==> config.mk <==
export PLATFORM = sky130hd
export DESIGN_NAME = tocador_nota
export DESIGN_NICKNAME = d
export VERILOG_FILES = /design/src/rtl/tocador_nota_pkg.sv /design/src/rtl/tocador_nota_gerador_tom.sv /design/src/rtl/tocador_nota.sv
export SDC_FILE = /design/constraint.sdc
export NUM_CORES = 1
export LEC_CHECK = 0
export BUFFER_PORTS_ARGS = -buffer_cell sky130_fd_sc_hd__buf_2
export CAP_MARGIN = 10
export CORE_UTILIZATION = 45
export CTS_BUF_LIST = sky130_fd_sc_hd__clkbuf_16
export DETAILED_ROUTE_END_ITERATION = 8
export MAX_ROUTING_LAYER = met4
export PLACE_DENSITY_LB_ADDON = 0.3
export SETUP_SLACK_MARGIN = 0.05
export SLEW_MARGIN = 20
export SYNTH_ARGS = -nofsm -noshare
export SYNTH_HDL_FRONTEND = slang
export SYNTH_HIERARCHICAL = 1
export SYNTH_SLANG_ARGS = --single-unit
export TNS_END_PERCENT = 30
==> constraint.sdc <==
create_clock -name clock -period 4.7 [get_ports clock]
set_input_delay 0.94 -clock clock [delete_from_list [all_inputs] [get_ports clock]]
set_output_delay 0.94 -clock clock [all_outputs]
set_load 0.05 [all_outputs]
==> src/rtl/tocador_nota_pkg.sv <==
// Shared definitions for the note player: FSM state encoding, note indices
// and the 50 MHz half-period table used to synthesise each tone.
package tocador_nota_pkg;

  typedef enum logic [1:0] {
    OCIOSO  = 2'd0,
    TOCANDO = 2'd1,
    PAUSA   = 2'd2,
    FIM     = 2'd3
  } estado_t;

  localparam int HW = 17;

  localparam logic [2:0] NOTE_C4 = 3'd0;
  localparam logic [2:0] NOTE_D4 = 3'd1;
  localparam logic [2:0] NOTE_E4 = 3'd2;
  localparam logic [2:0] NOTE_F4 = 3'd3;
  localparam logic [2:0] NOTE_G4 = 3'd4;
  localparam logic [2:0] NOTE_A4 = 3'd5;
  localparam logic [2:0] NOTE_B4 = 3'd6;
  localparam logic [2:0] NOTE_C5 = 3'd7;

  // Half-period in 50 MHz clock cycles for each note of the scale.
  function automatic logic [HW-1:0] half_per_base(input logic [2:0] idx);
    logic [HW-1:0] h;
    h = 17'd47778;
    case (idx)
      NOTE_C4: h = 17'd95557;
      NOTE_D4: h = 17'd85131;
      NOTE_E4: h = 17'd75843;
      NOTE_F4: h = 17'd71586;
      NOTE_G4: h = 17'd63776;
      NOTE_A4: h = 17'd56818;
      NOTE_B4: h = 17'd50619;
      NOTE_C5: h = 17'd47778;
      default: h = 17'd47778;
    endcase
    return h;
  endfunction

endpackage

==> src/rtl/tocador_nota_gerador_tom.sv <==
// Square-wave generator: toggles its output every half_per cycles while enabled,
// and holds counter and output at zero whenever it is disabled.
module tocador_nota_gerador_tom #(
  parameter int HW = 17
) (
  input  logic          clock,
  input  logic          reset,
  input  logic          enable,
  input  logic [HW-1:0] half_per,
  output logic          tom
);

  logic [HW-1:0] cnt;
  logic [HW-1:0] limite;

  // A zero half-period would never wrap, so it degrades to toggling every cycle.
  assign limite = (half_per == '0) ? '0 : half_per - HW'(1);

  always_ff @(posedge clock or negedge reset) begin
    if (!reset) begin
      cnt <= '0;
      tom <= 1'b0;
    end else if (!enable) begin
      cnt <= '0;
      tom <= 1'b0;
    end else if (cnt >= limite) begin
      cnt <= '0;
      tom <= ~tom;
    end else begin
      cnt <= cnt + HW'(1);
    end
  end

endmodule

==> src/rtl/tocador_nota.sv <==
// Note player: on a play request it sounds the latched note for DUR_NOTA cycles,
// stays silent for DUR_PAUSA cycles, then pulses muda_nota for one cycle.
module tocador_nota
  import tocador_nota_pkg::*;
#(
  parameter int DUR_NOTA   = 25_000_000,
  parameter int DUR_PAUSA  = 5_000_000,
  parameter int HALF_SHIFT = 0,
  parameter int CW         = 25
) (
  input  logic       clock,
  input  logic       reset,
  input  logic       tocar,
  input  logic [2:0] nota,
  input  logic       parar,
  output logic       buzzer,
  output logic       muda_nota,
  output logic       ocupado,
  output logic [2:0] nota_atual,
  output logic [1:0] db_estado
);

  localparam logic [CW-1:0] NOTA_ULT  = CW'(DUR_NOTA - 1);
  localparam logic [CW-1:0] PAUSA_ULT = CW'((DUR_PAUSA > 0) ? DUR_PAUSA - 1 : 0);

  estado_t       estado, estado_prox;
  logic [CW-1:0] dur_cnt;
  logic          tom_en;
  logic [HW-1:0] half_per;

  always_ff @(posedge clock or negedge reset) begin
    if (!reset) estado <= OCIOSO;
    else        estado <= estado_prox;
  end

  // parar overrides every transition, including a request arriving in OCIOSO.
  always_comb begin
    estado_prox = estado;
    case (estado)
      OCIOSO:  if (tocar) estado_prox = TOCANDO;
      TOCANDO: if (dur_cnt == NOTA_ULT) estado_prox = (DUR_PAUSA > 0) ? PAUSA : FIM;
      PAUSA:   if (dur_cnt == PAUSA_ULT) estado_prox = FIM;
      FIM:     estado_prox = OCIOSO;
      default: estado_prox = OCIOSO;
    endcase
    if (parar) estado_prox = OCIOSO;
  end

  // Duration counter restarts from zero on every state change.
  always_ff @(posedge clock or negedge reset) begin
    if (!reset) begin
      dur_cnt <= '0;
    end else if ((estado_prox == estado) && ((estado == TOCANDO) || (estado == PAUSA))) begin
      dur_cnt <= dur_cnt + CW'(1);
    end else begin
      dur_cnt <= '0;
    end
  end

  always_ff @(posedge clock or negedge reset) begin
    if (!reset) begin
      nota_atual <= '0;
    end else if ((estado == OCIOSO) && (estado_prox == TOCANDO)) begin
      nota_atual <= nota;
    end
  end

  // Enabling only while staying in TOCANDO makes the exit edge clear the tone to 0.
  assign tom_en   = (estado == TOCANDO) && (estado_prox == TOCANDO);
  assign half_per = half_per_base(nota_atual) >> HALF_SHIFT;

  tocador_nota_gerador_tom #(.HW(HW)) u_gerador_tom (
    .clock    (clock),
    .reset    (reset),
    .enable   (tom_en),
    .half_per (half_per),
    .tom      (buzzer)
  );

  assign muda_nota = (estado == FIM);
  assign ocupado   = (estado != OCIOSO);
  assign db_estado = estado;

endmodule
==> results of run 1 <==
[cell families (layout without fill, tap and decap cells)]
logic type | after synthesis | count (layout) | synth area share [%]
compound gates | 60 | 60 | 14.9
xor+xnor | 51 | 51 | 12.0
fa+ha+maj | 31 | 31 | 10.4
buf+inv | 39 | 51 | 5.89
flops | 48 | 48 | 32.1
mux | 6 | 6 | 1.77
simple gates | 158 | 158 | 22.9
[flip-flops by register name (all words and copies together) (netlist names)]
register           flops
db_estado              2
dur_cnt               25
nota_atual             3
u_gerador_tom/cnt     17
u_gerador_tom/tom      1
[metal layers]
layer	global-route usage [%]	share of wire (%)	vias to the layer above
met5	-	0	-
met4	4.10	0.65	0
met3	2.85	2.0	6
met2	30.2	49	35
met1	23.7	48	1337
li1	-	-	1403
[stage by stage]
step	util (%)	setup slack (ns)
after global routing	51.5	0.102
after detailed placement	49.0	0.103
after global placement	49.0	0.262
final	51.5	0.313
after floorplan	-	0.0896
after CTS	51.1	0.0773
[final cells by class]
class	count	area share [%]
multi-input combinational	306	57.9
timing repair buffer	21	3.11
sequential	48	29.6
inverter	22	2.03
clock buffer	5	3.08
clock inverter	3	1.14
tap	102	3.14
[cell usage after synthesis, types with 3 or more instances]
library cell,n,share of area (%)
sky130_fd_sc_hd__nand2b_1,7,1.2
sky130_fd_sc_hd__a211oi_1,6,1.2
sky130_fd_sc_hd__o21ai_0,6,0.80
sky130_fd_sc_hd__nor3_1,19,2.5
sky130_fd_sc_hd__ha_1,31,10
sky130_fd_sc_hd__xnor2_1,32,7.5
sky130_fd_sc_hd__nor2_1,33,3.3
sky130_fd_sc_hd__clkbuf_1,4,0.40
sky130_fd_sc_hd__a21oi_1,14,1.9
sky130_fd_sc_hd__nor2b_1,4,0.67
sky130_fd_sc_hd__nand4_1,8,1.3
sky130_fd_sc_hd__xor2_1,19,4.5
sky130_fd_sc_hd__mux2_2,5,1.5
sky130_fd_sc_hd__and2_1,4,0.67
sky130_fd_sc_hd__nand3_1,18,2.4
sky130_fd_sc_hd__inv_1,22,2.2
sky130_fd_sc_hd__or4_1,4,0.80
sky130_fd_sc_hd__dfrtp_1,48,32
sky130_fd_sc_hd__buf_2,3,0.40
sky130_fd_sc_hd__a211oi_2,20,6.7
sky130_fd_sc_hd__buf_4,6,1.2
sky130_fd_sc_hd__nand2_1,33,3.3
sky130_fd_sc_hd__or3_1,5,0.84
sky130_fd_sc_hd__and4_1,5,1.2
[worst max-delay path, stage by stage (launching register included)]
cell and delay, ns:
sky130_fd_sc_hd__dfrtp_2 0.44, sky130_fd_sc_hd__inv_1 0.10, sky130_fd_sc_hd__ha_1 0.32, sky130_fd_sc_hd__nor2b_1 0.18
sky130_fd_sc_hd__a21oi_1 0.08, sky130_fd_sc_hd__or4_1 0.58, sky130_fd_sc_hd__or3_4 0.39, sky130_fd_sc_hd__nor3_2 0.18
sky130_fd_sc_hd__o21ai_0 0.11, sky130_fd_sc_hd__mux2_2 0.28, sky130_fd_sc_hd__ha_1 0.29, sky130_fd_sc_hd__nand4_1 0.18
sky130_fd_sc_hd__or4b_4 0.55, sky130_fd_sc_hd__o221ai_4 0.23, sky130_fd_sc_hd__mux2_2 0.35
[power breakdown]
part | total, uW | switching (uW) | internal, uW
logic | 1110 | 724 | 388
clock network | 413 | 160 | 253
registers | 489 | 46.2 | 442
total | 2010 | 930 | 1080
[worst max-delay path by stage]
stage | from | end | slack, ns | depth (start not counted)
after floorplan | nota_atual[0] | u_gerador_tom/tom | 0.09 | 18
after global routing | nota_atual[0] | u_gerador_tom/tom | 0.10 | 16
after detailed placement | nota_atual[0] | u_gerador_tom/cnt[16] | 0.10 | 17
after global placement | nota_atual[0] | u_gerador_tom/tom | 0.26 | 15
after CTS | nota_atual[0] | u_gerador_tom/cnt[16] | 0.08 | 17
final | nota_atual[1] | u_gerador_tom/tom | 0.31 | 14
[what timing repair did]
action / 4_1_cts / 5_1_grt
resized for setup: 0 / 4
setup buffers: 0 / 2
setup endpoints to repair: 0 / 18
==> results, run 1 <==
- The leakage power total is 0.00162 uW.
- The maximum vdd ir drop is 0.000283 V.
- The portion of the clock cycle consumed by the worst path in the final layout is between 90% and 100%.
- Counting tap cells, the placed design contains a total of slightly below 500 instances.
- For this run, design rule violations remaining after detail routing come to 0.
- In this run the clock root is driven by a sky130_fd_sc_hd__clkbuf_16.
- The net count of the mapped netlist is around 430.
- The register bit count reported by yosys is between 40 and 50.
- The share of flip-flops with an asynchronous set or reset after synthesis is 100%.
- The remaining global-route overflow is 0.
- The layout has between 700 and 800 filler cells.
- The cell area after technology mapping is about 0.0037 mm2.
- The cell count after synthesis is between 300 and 400.
- Setup repair after global routing left no endpoint under its margin.
- The total power divided by cell area is between 400 and 500 mW/mm2.
- The data arrival at the endpoint of the critical path is around 4.6 ns.
- In this run the remaining antenna-violating nets after routing total 0.
- The row count is 32.
- The hold path startpoint is dur_cnt[0].
- The vias per cell is ~5.5.
- The area of the core region is roughly 0.008 mm2.
- Leaving out fill and tap cells, the most frequent cell in the layout is sky130_fd_sc_hd__dfrtp_1.
- For the pin with the worst max-slew slack, the measured transition is approximately 0.63 ns.
- The average cell area after synthesis is 9.51 um2.
- The worst hold path belongs to the class reg2reg.
- The die is roughly 93 um wide.
- The final count of negative-setup-slack endpoints is 0.
- The multi-input combinational cells in the finished layout cover a total of ~0.0024 mm2.
- The global-route wire length before repair is about 12 mm.
- Counting instances, the worst hold path has a depth of 1.
- The number of buffers added by the clock tree synthesis step is 5.
- Measured in cells, the most critical reg-to-reg path has a length of 14.
- The startpoint-to-endpoint class of the critical path is reg2reg.
- Input and output buffers added on the ports amount to 14.
- The H-tree level count is 2.
- Synthesis instantiated 54 different standard cells from the library.
- The average wire per standard cell is between 10 and 15 um.
- The hold path endpoint is dur_cnt[0].
- Clock skew on the completed layout was measured at 0.00738 ns.
- The die covers 0.00867 mm2.
- The max-slew violation total from the final report came to 0.
- Global routing used approximately 18% of the available tracks.
- The placed wire-length estimate after detailed placement is 5.26 mm.
- The data required time at the worst endpoint is between 4 and 5 ns.
- The hold slack is between 0.4 and 0.5 ns.
- The finished cells cover around 0.0041 mm2.
- The count of hold-fix buffers inserted at cts is 0.
- The run finished with clean final reports.
- Across all layers, the routed design uses roughly 2,800 vias.
- The final hold violation count came to 0.
- The kind of start point of the critical path is a flop.
- Across the run, the number of max-cap violations was 0.
- The boundary pin count is 15.
- The final net count is roughly 440.
- The type of element capturing the critical path is a flop.
- The clock period minus final worst setup slack is around 4.4 ns.
- The register area share after synthesis is about 32%.
- Headroom to the max-slew limit came out at 58.2%.
- The final antenna diode count is 0.
- The height of the die is between 90 and 100 um.
- The TritonCTS clock tree is built.
- The via count of the first global-routing pass is around 2,700.
- Leaving out filler cells and counting taps, the final layout contains between 500 and 600.
- The standard cell area after detailed placement is about 0.0039 mm2.
- The achievable frequency is ~0.23 GHz.
- After the first detailed-routing iteration, the DRC count stood at about 100.
- The first detailed-routing pass took 4 iterations.
- For the final routed database, the setup TNS stands at 0 ns.
- After clock tree synthesis, the clock-pin slew on the worst setup and hold paths is 0.07 ns.
- The startpoint identified for the worst register-to-register timing path is nota_atual[1].
- The number of synthesized flops with an enable pin is 0.
- The clock sink total is 48.
- Entering global routing, the biggest net connects 49 pins.
- The number of antenna violations at the first check in global routing is 0.
- Routability-driven placement finished with a final weighted congestion of between 0.8 and 0.9.
- The sequential cells in the finished layout cover a total of about 0.0012 mm2.
- The proportion of layout cells with a drive suffix above 1 is 19.0%.
- The effective utilization at floorplan is 47.4%.
- The capture instance of the worst register-to-register path is u_gerador_tom/tom.
- For the worst-skew pair, the clock arrives at the later sink with an insertion delay of 0.29 ns.
- The worst-case clock buffer depth is 2.
- In this run the worst path has a maximum fanout of 8.
- The register-to-register setup slack is about 0.31 ns.
- The layout overhead on the synthesized area is 8.81%.
- Leaving out fill and tap cells, the most frequent cells in the layout are sky130_fd_sc_hd__dfrtp_1 (46), sky130_fd_sc_hd__nor2_1 (33), sky130_fd_sc_hd__nand2_1 (33).
- For this run, the leading register cell type out of synthesis is sky130_fd_sc_hd__dfrtp_1.
- The total power after layout is about 2000 uW.
- The overall routed net length is 7.38 mm.
- The Yosys warning count is 6.
Power figures use the tool's default switching activity.
==> inputs of run 2 (changes only) <==
CTS_BUF_LIST = default   (was sky130_fd_sc_hd__clkbuf_16)
==> run 2 against run 1 <==
Via count decreased by 0.32%; critical path depth unchanged; sequential power about the same; die area unchanged; global-route usage decreased by 0.12 points; critical path type unchanged; combinational power about the same; sequential cell count unchanged.
==> results, run 2 (synthesized netlist as in run 1, its figures left out) <==
- The flow ran to the end, and the final reports show no timing, DRC or antenna violations.
- The clock transition time at the flip-flop clock pins of the worst setup and hold paths is 0.09 ns (+0.02 ns).
- The placed wire-length estimate after detailed placement is 5.26 mm (unchanged).
- The achievable frequency is 0.228 GHz (-0.18%).
- The maximum vdd ir drop was 0.000261 V (-7.8%).
- The number of flip-flops under the largest register name is 25 (unchanged).
- The library cell used most frequently in the layout, excluding fill and tap cells, is sky130_fd_sc_hd__dfrtp_1.
- The post-layout utilization of the core was 50.8% (-0.71 points).
- The register bank with the most flops is dur_cnt.
- The cell count after placement is 497 (unchanged).
- In this run the clock root is driven by a sky130_fd_sc_hd__clkbuf_8.
- The count of maximum capacitance violations is 0 (unchanged).
- The maximum number of pins on one net before global-route repair is 49 (unchanged).
- The clock sink total is 48 (unchanged).
- The post-route worst setup slack is 0.305 ns (-0.00779 ns).
- The layout overhead on the synthesized area is 7.30%.
- The boundary pin count is 15 (unchanged).
- The top cell types in the final layout, fill and taps aside, are sky130_fd_sc_hd__dfrtp_1 (46), sky130_fd_sc_hd__nor2_1 (33), sky130_fd_sc_hd__nand2_1 (33).
- The number of DRC violations after detailed-routing iteration 0 is 108 (+9.1%).
- The vias after detailed routing is 2,772 (-0.32%).
- The total power divided by cell area came to 476 mW/mm2 (-3.8%).
- The area of the die was 0.00867 mm2 (unchanged).
- The final count of negative-setup-slack endpoints is 0 (unchanged).
- The final net count is 442 (unchanged).
- The data arrival at the endpoint of the critical path came to 4.58 ns (+0.02 ns).
- The final worst clock skew was 0.0120 ns (+0.00457 ns).
- The vias per cell was 5.47 (-0.32%).
- The average wire per standard cell was 14.5 um (-0.68%).
- The max-slew violation total from the final report was 0 (unchanged).
- The proportion of layout cells with a drive suffix above 1 came to 19.0% (unchanged).
- Walking the worst path, the cells encountered are inv_1 > ha_1 > nor2b_1 > a21oi_1 > or4_1 > or3_4 > nor3_2 > o21ai_0 > mux2_2 > ha_1 > nand4_1 > or4b_4 > o221ai_4 > mux2_2.
- The remaining global-route overflow is 0 (unchanged).
- The number of buffers added by the clock tree synthesis step is 5 (unchanged).
- The overall routed net length is 7.33 mm (-0.68%).
- The worst setup path is captured at a flop.
- The area of the core region was 0.00789 mm2 (unchanged).
- The data required time at the worst endpoint came to 4.89 ns (about the same).
- The clock period minus final worst setup slack is 4.39 ns (+0.00779 ns).
- The worst-skew pair later-pin latency is 0.30 ns (about the same).
- The number of antenna violations at the first check in global routing is 0 (unchanged).
- TritonCTS built the clock tree.
- The height of the die is 93.1 um (unchanged).
- The post-placement setup slack is 0.103 ns (unchanged).
- The global-route wire length before repair is 12.3 mm (-0.45%).
- The largest registers in the layout are dur_cnt x25, u_gerador_tom/cnt x17, nota_atual x3.
- The final cell count without fillers is 507 (unchanged).
- The final hold violation count was 0 (unchanged).
- The quantity of I/O buffers inserted on ports is 14 (unchanged).
- The critical path in this run is classified as reg2reg.
- The headroom to the max-slew limit is 58.6% (+0.39 points).
- The accumulated negative setup slack came to 0 ns (unchanged).
- The effective utilization at floorplan came to 47.4% (unchanged).
- The critical-path cell with the highest stage delay is sky130_fd_sc_hd__or4_1.
- The portion of the clock cycle consumed by the worst path in the final layout is 93.5% (+0.17 points).
- The detailed-router iteration count before antenna repair came to 4 (unchanged).
- The worst-case clock buffer depth is 2 (unchanged).
- The row count is 32 (unchanged).
- The final weighted congestion in routability-driven placement came to 0.843 (unchanged).
- The post-route standard cell area excluding fillers came to 0.00401 mm2 (-1.4%).
- The worst-path maximum fanout is 8 (unchanged).
- The via count of the first global-routing pass is 2,664 (+0.41%).
- The largest stage delay on the critical path is 0.58 ns (about the same).
- The post-route antenna net violation count is 0 (unchanged).
- The standard cell area after detailed placement is 0.00386 mm2 (unchanged).
- The global-route total usage across every layer is 18.2% (-0.12 points).
- Setup repair after global routing left no endpoint under its margin.
- The width of the die is 93.1 um (unchanged).
- The slew at the pin closest to its max-slew limit is 0.621 ns (-0.00588 ns).
- The post-detailed-route DRC marker count is 0 (unchanged).
- The leakage power total was 0.00160 uW (-1.6%).
- The final antenna diode count is 0 (unchanged).
- The H-tree level count is 2 (unchanged).
- The path class of the tightest hold or removal check is reg2reg.
- The worst setup path is launched from a flop.
## run 2: layout make-up
class,count,area (um2)
Multi-Input combinational cell,306,2350
Tap cell,102,128
Fill cell,735,3880
Timing Repair Buffer,21,126
Clock buffer,5,68.8
Clock inverter,3,46.3
Sequential cell,48,1200
Inverter,22,82.6
## run 2: power by group
part,switching (uW),internal [uW]
registers,46.0,442
clock network,148,160
logic,726,388
## run 2: worst paths after layout
| kind | start | endpoint | slack, ns | cells past startpoint |
|---|---|---|---|---|
| setup / recovery | nota_atual[1] | u_gerador_tom/tom | 0.31 | 14 |
| hold / removal | dur_cnt[0] | dur_cnt[0] | 0.49 | 1 |
| setup reg to reg | nota_atual[1] | u_gerador_tom/tom | 0.31 | 14 |
| hold reg to reg | dur_cnt[0] | dur_cnt[0] | 0.49 | 1 |
| max in group asynchronous | reset | nota_atual[1] | 3.52 | 2 |
| min in group asynchronous | reset | u_gerador_tom/cnt[1] | 0.72 | 2 |
## run 2: through the flow
| stage | total power [uW] | hold slack (ns) |
|---|---|---|
| 2_1_floorplan | 1410 | 0.455 |
| 3_3_place_gp | 1560 | 0.472 |
| 3_5_place_dp | 1580 | 0.481 |
| 4_1_cts | 1910 | 0.494 |
| 5_1_grt | 2070 | 0.537 |
| 6_report | 1910 | 0.489 |
## run 2: what timing repair did
action | 4_1_cts | 5_1_grt
hold endpoints to repair | 0 | 0
endpoints found under the setup margin | 0 | 18
hold buffers | 0 | 0
setup buffers | 0 | 2
gates resized for setup | 0 | 4
## run 2: critical path, delay by kind of cell (launching register included)
kind            cells  cell delay, ns
fa+ha+maj           2            0.62
mux                 2            0.63
flops               1            0.45
buf+inv             1            0.10
simple gates        6            2.06
compound gates      3            0.42
## run 2: layer usage
| layer | GRT usage (%) | routed length (um) |
|---|---|---|
| met5 | - | 0 |
| met3 | 3.09 | 188 |
| met1 | 22.6 | 3490 |
| met2 | 30.7 | 3620 |
| met4 | 4.36 | 40 |
